[config.mk]
export PLATFORM = sky130hd
export DESIGN_NAME = generic_bus_arbiter
export DESIGN_NICKNAME = d
export VERILOG_FILES = /design/src/rtl/generic_bus_arbiter.sv
export SDC_FILE = /design/constraint.sdc
export NUM_CORES = 1
export LEC_CHECK = 0
export ABC_AREA = 1
export CORE_AREA = 2 2 120 122
export DETAILED_ROUTE_END_ITERATION = 10
export DIE_AREA = 0 0 122 124
export PLACE_DENSITY = 0.65
export SLEW_MARGIN = 10
export SYNTH_ARGS = -nofsm -noshare
export SYNTH_HDL_FRONTEND = slang
export SYNTH_SLANG_ARGS = --single-unit
export TNS_END_PERCENT = 20
[constraint.sdc]
create_clock -name CLK -period 1.05 [get_ports CLK]
set_input_delay 0.21 -clock CLK [delete_from_list [all_inputs] [get_ports CLK]]
set_output_delay 0.21 -clock CLK [all_outputs]
set_load 0.01 [all_outputs]
[src/rtl/generic_bus_arbiter.sv]
// Round-robin arbiter multiplexing NUM_REQ generic-bus masters onto one slave.
// Optional bus locking enabled by defining GENERIC_BUS_ARB_LOCK_EN.
module generic_bus_arbiter #(
    parameter int unsigned NUM_REQ = 2,
    parameter int unsigned ADDR_W  = 32,
    parameter int unsigned DATA_W  = 32,
    localparam int unsigned BE_W   = DATA_W / 8
) (
    input  logic                      CLK,
    input  logic                      RST,
    input  logic [NUM_REQ*ADDR_W-1:0] req_addr,
    input  logic [NUM_REQ*DATA_W-1:0] req_wdata,
    input  logic [NUM_REQ*BE_W-1:0]   req_byte_en,
    input  logic [NUM_REQ-1:0]        req_ren,
    input  logic [NUM_REQ-1:0]        req_wen,
    output logic [NUM_REQ*DATA_W-1:0] req_rdata,
    output logic [NUM_REQ-1:0]        req_busy,
`ifdef GENERIC_BUS_ARB_LOCK_EN
    input  logic [NUM_REQ-1:0]        req_lock,
`endif
    output logic [ADDR_W-1:0]         slv_addr,
    output logic [DATA_W-1:0]         slv_wdata,
    output logic [BE_W-1:0]           slv_byte_en,
    output logic                      slv_ren,
    output logic                      slv_wen,
    input  logic [DATA_W-1:0]         slv_rdata,
    input  logic                      slv_busy
);

    localparam int unsigned GNT_W = (NUM_REQ > 1) ? $clog2(NUM_REQ) : 1;

    localparam logic [0:0] IDLE  = 1'b0;
    localparam logic [0:0] GRANT = 1'b1;

    logic [0:0]       state, state_nxt;
    logic [GNT_W-1:0] gnt, gnt_nxt;
    logic [GNT_W-1:0] rr_ptr, rr_nxt;
    logic [GNT_W-1:0] gnt_inc;
    logic [GNT_W-1:0] pick;
    logic             found;

    logic [NUM_REQ-1:0] active;
    logic               gnt_ren, gnt_wen, gnt_lock;
    logic [ADDR_W-1:0]  gnt_addr;
    logic [DATA_W-1:0]  gnt_wdata;
    logic [BE_W-1:0]    gnt_be;

    assign active    = req_ren | req_wen;
    assign req_rdata = {NUM_REQ{slv_rdata}};
    assign gnt_inc   = (gnt == GNT_W'(NUM_REQ - 1)) ? '0 : gnt + GNT_W'(1);

    // Slices of the currently granted requestor.
    always_comb begin
        gnt_ren   = 1'b0;
        gnt_wen   = 1'b0;
        gnt_lock  = 1'b0;
        gnt_addr  = '0;
        gnt_wdata = '0;
        gnt_be    = '0;
        for (int i = 0; i < NUM_REQ; i++) begin
            if (gnt == GNT_W'(i)) begin
                gnt_ren   = req_ren[i];
                gnt_wen   = req_wen[i];
`ifdef GENERIC_BUS_ARB_LOCK_EN
                gnt_lock  = req_lock[i];
`endif
                gnt_addr  = req_addr[i*ADDR_W +: ADDR_W];
                gnt_wdata = req_wdata[i*DATA_W +: DATA_W];
                gnt_be    = req_byte_en[i*BE_W +: BE_W];
            end
        end
    end

    // First active requestor at or after rr_ptr, wrapping.
    always_comb begin
        int idx;
        found = 1'b0;
        pick  = '0;
        idx   = 0;
        for (int k = 0; k < NUM_REQ; k++) begin
            idx = int'(rr_ptr) + k;
            if (idx >= int'(NUM_REQ)) idx = idx - int'(NUM_REQ);
            for (int j = 0; j < NUM_REQ; j++) begin
                if (!found && (j == idx) && active[j]) begin
                    found = 1'b1;
                    pick  = GNT_W'(j);
                end
            end
        end
    end

    always_ff @(posedge CLK) begin
        if (RST) begin
            state  <= IDLE;
            gnt    <= '0;
            rr_ptr <= '0;
        end else begin
            state  <= state_nxt;
            gnt    <= gnt_nxt;
            rr_ptr <= rr_nxt;
        end
    end

    // Next state plus slave-side and busy outputs; strobes follow the granted
    // requestor combinationally so an abort withdraws them in the same cycle.
    always_comb begin
        state_nxt   = state;
        gnt_nxt     = gnt;
        rr_nxt      = rr_ptr;
        slv_addr    = '0;
        slv_wdata   = '0;
        slv_byte_en = '0;
        slv_ren     = 1'b0;
        slv_wen     = 1'b0;
        req_busy    = '1;

        case (state)
            IDLE: begin
                if (found) begin
                    gnt_nxt   = pick;
                    state_nxt = GRANT;
                end
            end
            GRANT: begin
                slv_addr    = gnt_addr;
                slv_wdata   = gnt_wdata;
                slv_byte_en = gnt_be;
                slv_wen     = gnt_wen;
                slv_ren     = gnt_ren & ~gnt_wen;
                for (int i = 0; i < NUM_REQ; i++) begin
                    if (gnt == GNT_W'(i)) req_busy[i] = slv_busy;
                end
                if (!(gnt_ren | gnt_wen)) begin
                    state_nxt = IDLE;
                end else if (!slv_busy && !gnt_lock) begin
                    state_nxt = IDLE;
                    rr_nxt    = gnt_inc;
                end
            end
            default: state_nxt = IDLE;
        endcase
    end

endmodule

* After elaboration in Yosys (flattened, before gate mapping)
Index checks and enable logic that the tools add are counted.
Word-level totals: bits in registers 3, output and inout bits 136, word-level logic and storage cells 58
Cells by class: $add $sub $neg 4, $lt $le $gt $ge 2, equal/unequal tests 2, multiplexer cells 27, bitwise logic cells 6, reductions and logical operators 14
Operator list (count):
- 32-bit 2-to-1 mux | 6
- 2-bit by 32-bit == test with 1-bit output, first input constant | 2
- 32-bit zero test | 2
- 1-bit 2-to-1 mux | 17
- 4-bit 2-to-1 mux | 2
- 1-bit logical AND | 7
- 1-bit zero test | 3
- 1-bit inverter | 3
- 3-bit AND reduction | 1
- 1-bit by 2-bit subtractor with 3-bit output, second input constant | 1
- 2-bit by 2-bit subtractor with 3-bit output, second input constant | 1
- 1-bit by 1-bit adder with 2-bit output, second input constant | 1
- 1-bit by 2-bit >= comparator with 1-bit output, second input constant | 1
- 2-bit >= comparator, second input constant | 1
- 2-bit 2-to-1 mux | 1
- 2-bit OR | 1
- 1-bit one-hot mux with 2 select lines | 1
- 2-bit AND reduction | 1
- 1-bit adder, second input constant | 1
- 1-bit AND | 1
- 1-bit OR | 1

* Logic depth before layout (Yosys ltp)
Gate-level depths: netlist (run 1).
word-level depth 19, mapped depth 8, gate-level depth less buffers 7

* Least setup slack after synthesis (run 1)
Ideal clock, no wire load.
kind register to output, from register gnt, to output slv_addr[4], arrival time 0.944 ns, data required time 0.840 ns, setup slack -0.104 ns, cell stages (with the launch flop) 7, path buffers 3, cell sequence dfxtp_1 -> buf_6 -> inv_6 -> buf_8 -> buf_8 -> nor2_2 -> nor2_1
Between the ends: word-level cells in the longest chain between the ends 2
Ends and longest elaborated chain:
- start: declaration | line 36 | logic [GNT_W-1:0] gnt, gnt_nxt;
- start signal: assignment | line 99 | gnt <= gnt_nxt;
- 32-bit 2-to-1 mux | line 61 | if (gnt == GNT_W'(i)) begin
- 32-bit 2-to-1 mux | line 117 | case (state)
- end: declaration | line 21 | output logic [ADDR_W-1:0] slv_addr,
No other way between the ends.

* Final worst setup path (run 1)
from register gnt, to output slv_addr[0]
Same word-level chain as after synthesis.

==> reports/results.md, run 1 <==
| Step | Parameter | Reported |
|---|---|---|
| synth | Synthesized netlist net count | 505 |
| global route | Sum of overflow across all layers after global routing | 0 |
| sta | Worst hold margin | 420.0 ps |
| routing | Number of vias in the routed layout | 2682 |
| setup path | Arr. time, crit path | 1300 ps |
| synth | Most frequently used cell type in the post-synthesis netlist | sky130_fd_sc_hd__nor2_1 |
| sta | Worst clock skew | 0.07279 ps |
| clocking | Source-to-sink clock delay at the later pin of the worst-skew pair | 220 ps |
| synth | Top cell types by occurrence after synthesis | sky130_fd_sc_hd__nor2_1, sky130_fd_sc_hd__o21ai_0, sky130_fd_sc_hd__buf_4 |
| die | Rows | 43 |
| pwr | Power density relative to cell area | 651.5 nW/µm² |
| synth | Post-synthesis cell type with the largest combined area | sky130_fd_sc_hd__nor2_1 |
| synth | Fraction of registers with async set or reset after synthesis | 0 |
| sta | Slew margin rel. | 0.8531 |
| synth | Count of warnings emitted by yosys | 0 |
| cells and area | Final std cell area, no fill | 4248 µm² |
| routing | Wirelength, routed | 9819 µm |
| place | Number of I/O port buffers | 214 |
| cells and area | Layout Nets | 684 |
| synth | Number of standard cells after synthesis | 330 |
| setup path | CP Launch Type | flip-flop |
| sta | Hold Vio Cnt, Final | 0 |
| global route | Maximum number of pins on one net before global-route repair | 19 |
| setup path | Reg2Reg Capture Point | rr_ptr |
| clocking | Maximum root-to-sink buffer count | 2 |
| routing | Post-route ant nets | 0 |
| setup path | Crit path required time | 840 ps |
| cells and area | Number of non-filler instances in the completed layout | 688 |
| synth | Adder-cell share of the synthesized area | 0 |
| clocking | Number of buffers inserted during clock tree synthesis | 3 |
| setup path | WS Path Type | reg2out |
| global route | Number of antenna violations at the first check in global routing | 0 |
| sta | Total count of max-transition violations in the final report | 0 |
| die | Total Die Area | 15130 µm² |
| synth | Synthesized-area fraction occupied by xor and xnor cells | 0 |
| cells and area | Area added between synthesis and finish | 149.3% |
| place | Global placer's final weighted congestion | 0.7122 |
| sta | Final number of setup-violating endpoints | 75 |
| cells and area | Share of final-layout standard cells stronger than drive strength 1 | 0.4114 |
| routing | Routed length on met2 | 4636 µm |
| setup path | Number of cells traversed by the worst register-to-register path | 10 |
| setup path | Reg-to-reg slack, setup | -240 ps |
| routing | Remaining design rule violation count | 0 |
| synth | Count of cell types in the netlist | 17 |
| sta | Final Cycle Share | 1.440 |
| place | HPWL after detailed placement | 6461 µm |
| pwr | Static Leakage | 1.892 nW |
| status | Violated checks | negative setup slack |
| global route | Number of global-route vias before repair | 2478 |
| setup path | Kind of end point of the critical path | primary output |
| cells and area | Ant. Diodes | 0 |
| status | Outcome | finished with violations |
| routing | Pre-antenna DRT Iters | 4 |
| hold path | Hold endpoint | req_rdata[27] |
| pwr | Maximum vdd drop | 0.6734 mV |
| setup path | Maximum fanout count along the critical path | 8 |
| routing | Drt initial violations | 76 |
| hold path | Hold path start | slv_rdata[27] |
| die | Top-Level Pins | 311 |
| synth | Number of enable-type register cells in the synthesized netlist | 0 |
| synth | Main combinational cell family by area after synthesis | buffers and inverters |
| routing | Avg Vias per Cell | 3.898 |
| sta | Final total negative setup slack | -28650 ps |
| sta | Worst-margin pin slew | 218.0 ps |
| routing | Routed len/inst | 14.27 µm |
| cells and area | Sequential standard cell area | 67.56 µm² |
| cells and area | Filler instances | 1508 |
| job | Max-cap viol count | 0 |
| place | Standard cell area after detailed placement | 3732 µm² |
| die | Starting Density | 0.1242 |
| sta | Timing-limited maximum frequency | 661.3 MHz |
| clocking | Clk pin slew, worst setup/hold paths | 30 ps |
| synth | Main synth FF type | sky130_fd_sc_hd__dfxtp_1 |
| die | Area of the core region | 13720 µm² |
| sta | Unrepaired setup endpoints after global routing | true |
| routing | Met3 WL post-DR | 873 µm |
| clocking | Sinks on the clock net | 3 |
| synth | Share of the synthesized area in compound gates (AO/OA/AOI/OAI) | 0.2115 |
| die | DIE HEIGHT | 124 µm |
| hold path | Min-delay worst type | in2out |
| sta | Final critical delay including setup and external delays | 1512 ps |
| synth | Mapped Area | 1704 µm² |
| synth | Mux share of post-synthesis cell area | 0 |
| synth | Synth top area share | 0.2952 |
| synth | Seq/Total Area, Yosys | 0.03524 |
| clocking | Deepest level of the CTS H-tree | 1 |
| place | Placed Cells | 660 |
| cells and area | Combined area of the multi-input logic cells | 1297 µm² |
| synth | Largest cells by area after synthesis | sky130_fd_sc_hd__nor2_1, sky130_fd_sc_hd__buf_4, sky130_fd_sc_hd__o21ai_0, sky130_fd_sc_hd__dfxtp_1, sky130_fd_sc_hd__nor2_2 |
| synth | Simple-gate area share of the yosys netlist | 0.3693 |
| routing | Max Used Layer | met4 |
| sta | Min setup slack post-route | -462.2 ps |
| routing | WL met1 | 4035 µm |
| clocking | CTS tree | yes |
| synth | Number of storage elements in the synthesis netlist | 3 |
| synth | Syn Area/Cell | 5.164 µm² |
| global route | Global-route wire length before repair | 13380 µm |
| global route | Total Routing Usage GR | 0.1165 |
| clocking | Clock root buffer master | sky130_fd_sc_hd__clkbuf_16 |
| die | Die W | 122 µm |
| setup path | Reg2reg start | gnt |
| hold path | Number of instances on the worst hold path | 0 |
## report_power, final
part           internal, mW  total, mW  switching, mW
Clock                 0.501      0.608          0.107
Combinational          1.17       2.02          0.854
Sequential            0.124      0.140         0.0165
Total                  1.79       2.77          0.977
## state kept, by name (all words and copies together), names as in the netlist
name    cells
gnt         1
rr_ptr      1
state       1
## layer usage
layer | up-vias | global-route usage
li1 | 1336 | -
met1 | 1174 | 0.1374
met2 | 146 | 0.2022
met3 | 26 | 0.02930
met4 | 0 | 0.04598
met5 | - | 0
## worst max-delay path by stage
stage	endpoint	cells after the start	startpoint
after floorplan	slv_addr[4]	6	gnt
after global placement	slv_ren	7	req_wen[1]
after detailed placement	slv_ren	7	req_wen[1]
after CTS	slv_addr[1]	6	gnt
after global routing	slv_addr[26]	6	gnt
final	slv_addr[0]	6	gnt
## critical path: stages, from the launching register on
cell and delay (ps):
sky130_fd_sc_hd__dfxtp_4 350, sky130_fd_sc_hd__buf_12 150, sky130_fd_sc_hd__inv_16 90, sky130_fd_sc_hd__buf_6 130
sky130_fd_sc_hd__nor2_2 40, sky130_fd_sc_hd__nor2_2 80, sky130_fd_sc_hd__clkdlybuf4s15_2 220
## through the flow
step                      total power, mW  setup WS [ps]    util
after floorplan                    0.9366         -51.81       -
after global placement              1.830         -728.9  0.2720
after detailed placement            1.830         -720.1  0.2720
after CTS                           2.696         -502.8  0.2977
after global routing                2.950         -515.9  0.3096
final                               2.768         -462.2  0.3096
## timing repair
item	in CTS	in global routing
resized for setup	397	58
buffers inserted	10	6
hold buffers	0	0
cloned	8	2
setup endpoints to repair	75	75
hold endpoints to repair	0	0
pin swaps	29	15
## placed cells by master, fill, tap and decap left out, drive strengths merged
cell type,netlist,routed
nor2,143,143
a21oi,3,3
dfxtp,3,3
clkdlybuf4s50,0,142
nand2,16,16
clkbuf,12,6
clkdlybuf4s15,0,1
inv,8,9
bufbuf,0,1
o21ai,69,69
nand3,1,1
buf,75,114
## cells by family (layout without fill, tap and decap cells)
logic type	Yosys count	count (layout)
AND/OR/NAND/NOR	160	160
buffers and inverters	95	273
AO/OA/AOI/OAI	72	72
flip-flops	3	3
## layout make-up
type | instances | share of cell area
timing repair buffer | 260 | 0.5912
multi-input combinational | 232 | 0.3054
tap | 180 | 0.05302
clock buffer | 4 | 0.01856
sequential | 3 | 0.01591
inverter | 8 | 0.01208
timing repair inverter | 1 | 0.003829
Note: power is estimated with default switching activity, not from simulation.
==> inputs of run 2 (changes only) <==
Settings changed: MAX_ROUTING_LAYER set to met4.
==> reports/results.md, run 2 (synthesized netlist as in run 1, its figures left out) <==
| Step | Parameter | Reported | vs previous |
|---|---|---|---|
| sta | Hold Vio Cnt, Final | 0 | unchanged |
| die | DIE HEIGHT | 124 µm | unchanged |
| sta | Timing-limited maximum frequency | 664.4 MHz | +0.46% |
| sta | Final critical delay including setup and external delays | 1505 ps | -6.962 ps |
| place | Placed Cells | 660 | unchanged |
| sta | Slew margin rel. | 0.8493 | -0.003806 |
| routing | Number of vias in the routed layout | 2663 | -0.71% |
| routing | Remaining design rule violation count | 0 | unchanged |
| status | Outcome | finished with violations |  |
| global route | Total Routing Usage GR | 0.1197 | +0.003227 |
| sta | Worst clock skew | 0.09980 ps | +0.02701 ps |
| cells and area | Largest registers | gnt: 1 flops, rr_ptr: 1 flops, state: 1 flops |  |
| cells and area | Final core area utilization | 0.3075 | -0.002098 |
| sta | Worst-margin pin slew | 223.6 ps | +5.650 ps |
| clocking | Clock root buffer master | sky130_fd_sc_hd__clkbuf_16 |  |
| pwr | Maximum vdd drop | 0.6728 mV | about the same |
| clocking | Sinks on the clock net | 3 | unchanged |
| pwr | Total power consumption of the routed design | 2.751 mW | -0.61% |
| sta | Total count of max-transition violations in the final report | 0 | unchanged |
| hold path | Min-delay worst type | in2out |  |
| cells and area | Area added between synthesis and finish | 147.6% |  |
| cells and area | Number of non-filler instances in the completed layout | 687 | -0.15% |
| die | Starting Density | 0.1242 | unchanged |
| setup path | Maximum fanout count along the critical path | 8 | unchanged |
| setup path | Arr. time, crit path | 1300 ps | about the same |
| clocking | Maximum root-to-sink buffer count | 2 | unchanged |
| sta | Final Cycle Share | 1.434 | -0.006630 |
| global route | Global routing usage on met3 | 0.02518 | -0.004121 |
| global route | Number of global-route vias before repair | 2477 | -0.040% |
| clocking | CTS tree | yes |  |
| place | Global placer's final weighted congestion | 0.7204 | +1.2% |
| cells and area | Layout Nets | 683 | -0.15% |
| setup path | CP Launch Type | flip-flop |  |
| die | Die W | 122 µm | unchanged |
| pwr | Static Leakage | 1.884 nW | -0.41% |
| cells and area | Ant. Diodes | 0 | unchanged |
| sta | Final number of setup-violating endpoints | 75 | unchanged |
| place | HPWL after detailed placement | 6461 µm | unchanged |
| setup path | Cell chain of the critical path | buf_12, buf_12, buf_16, o21ai_2, nor2_1, buf_2 |  |
| routing | Routed len/inst | 14.18 µm | -0.67% |
| setup path | Crit path required time | 840 ps | about the same |
| cells and area | Commonest non-fill, non-tap cells in the layout | sky130_fd_sc_hd__clkdlybuf4s50_1, sky130_fd_sc_hd__nor2_1, sky130_fd_sc_hd__buf_2 |  |
| global route | GR Util met1 | 0.1396 | +0.002195 |
| cells and area | Share of final-layout standard cells stronger than drive strength 1 | 0.4103 | -0.001161 |
| sta | Unrepaired setup endpoints after global routing | true |  |
| clocking | Clk pin slew, worst setup/hold paths | 30 ps | about the same |
| cells and area | Final std cell area, no fill | 4219 µm² | -0.68% |
| die | Rows | 43 | unchanged |
| die | Total Die Area | 15130 µm² | unchanged |
| routing | Pre-antenna DRT Iters | 4 | unchanged |
| global route | Maximum number of pins on one net before global-route repair | 19 | unchanged |
| global route | Met2 usage in global routing | 0.2022 | unchanged |
| routing | Wirelength, routed | 9739 µm | -0.81% |
| sta | Final total negative setup slack | -28530 ps | +119.8 ps |
| job | Max-cap viol count | 0 | unchanged |
| place | Number of I/O port buffers | 214 | unchanged |
| clocking | Source-to-sink clock delay at the later pin of the worst-skew pair | 220 ps | about the same |
| setup path | Worst path slowest cell | sky130_fd_sc_hd__dfxtp_4 |  |
| global route | Most used routing layer in global routing | met2 |  |
| cells and area | Most common cell after layout, fill and taps aside | sky130_fd_sc_hd__clkdlybuf4s50_1 |  |
| place | Standard cell area after detailed placement | 3732 µm² | unchanged |
| die | Area of the core region | 13720 µm² | unchanged |
| setup path | Kind of end point of the critical path | primary output |  |
| die | Top-Level Pins | 311 | unchanged |
| global route | Global-route wire length before repair | 13360 µm | -0.16% |
| clocking | Deepest level of the CTS H-tree | 1 | unchanged |
| routing | Avg Vias per Cell | 3.876 | -0.56% |
| global route | Sum of overflow across all layers after global routing | 0 | unchanged |
| pwr | Power density relative to cell area | 652.0 nW/µm² | about the same |
| setup path | WS Path Type | reg2out |  |
| routing | Post-route ant nets | 0 | unchanged |
| routing | Drt initial violations | 64 | -16% |
| setup path | Critical Path Max Stage Delay | 350 ps | about the same |
| clocking | Number of buffers inserted during clock tree synthesis | 3 | unchanged |
| global route | Number of antenna violations at the first check in global routing | 0 | unchanged |
| sta | Min setup slack post-route | -455.2 ps | +6.962 ps |
| status | Violated checks | negative setup slack |  |
| setup path | Most used cell along the critical path | sky130_fd_sc_hd__buf_12 |  |
[run 2: power by group]
| group | internal, mW | total, mW | switching [mW] |
|---|---|---|---|
| logic | 1.16 | 2.00 | 0.847 |
| clock network | 0.501 | 0.608 | 0.107 |
| registers | 0.124 | 0.140 | 0.0164 |
[run 2: what timing repair did]
action,in CTS,in global routing
pin swaps,29,14
gates resized for setup,397,56
hold buffers,0,0
setup buffers,10,5
gates cloned,8,2
setup endpoints to repair,75,75
[run 2: area by class of cell]
type / instances / area, µm²
clock buffers: 4 / 78.83
fillers: 1513 / 9500
inverters: 8 / 51.30
multi-input cells: 232 / 1287
flip-flops and latches: 3 / 67.56
well taps: 180 / 225.2
repair buffers: 259 / 2492
repair inverters: 1 / 16.27
[run 2: final timing paths]
check / startpoint / cells after the start / end / slack (ps)
setup reg to reg: gnt / 10 / rr_ptr / -240
hold reg to reg: rr_ptr / 2 / rr_ptr / 480
hold / removal: slv_rdata[27] / 0 / req_rdata[27] / 420
setup / recovery: gnt / 6 / slv_addr[28] / -460
[run 2: critical path, delay by kind of cell (launching register included)]
kind	cells	cell delay [ps]
DFF	1	350
AOI/OAI and AO/OA	1	100
buffers and inverters	4	560
and+or+nand+nor	1	40
[run 2: per-stage QoR]
stage | worst slack [ps] | hold WS (ps)
after CTS | -502.8 | 420.1
after floorplan | -51.81 | 279.1
after global routing | -515.9 | 420.0
after detailed placement | -720.1 | 420.1
final | -455.2 | 420.0
after global placement | -728.9 | 420.1
[run 2: metal layers]
layer | wire length [µm] | share of wire | up-vias
met2 | 4605 | 0.47 | 145
met4 | 273 | 0.028 | 0
li1 | - | - | 1335
met3 | 849 | 0.087 | 26
met1 | 4011 | 0.41 | 1157
met5 | 0 | 0 | -
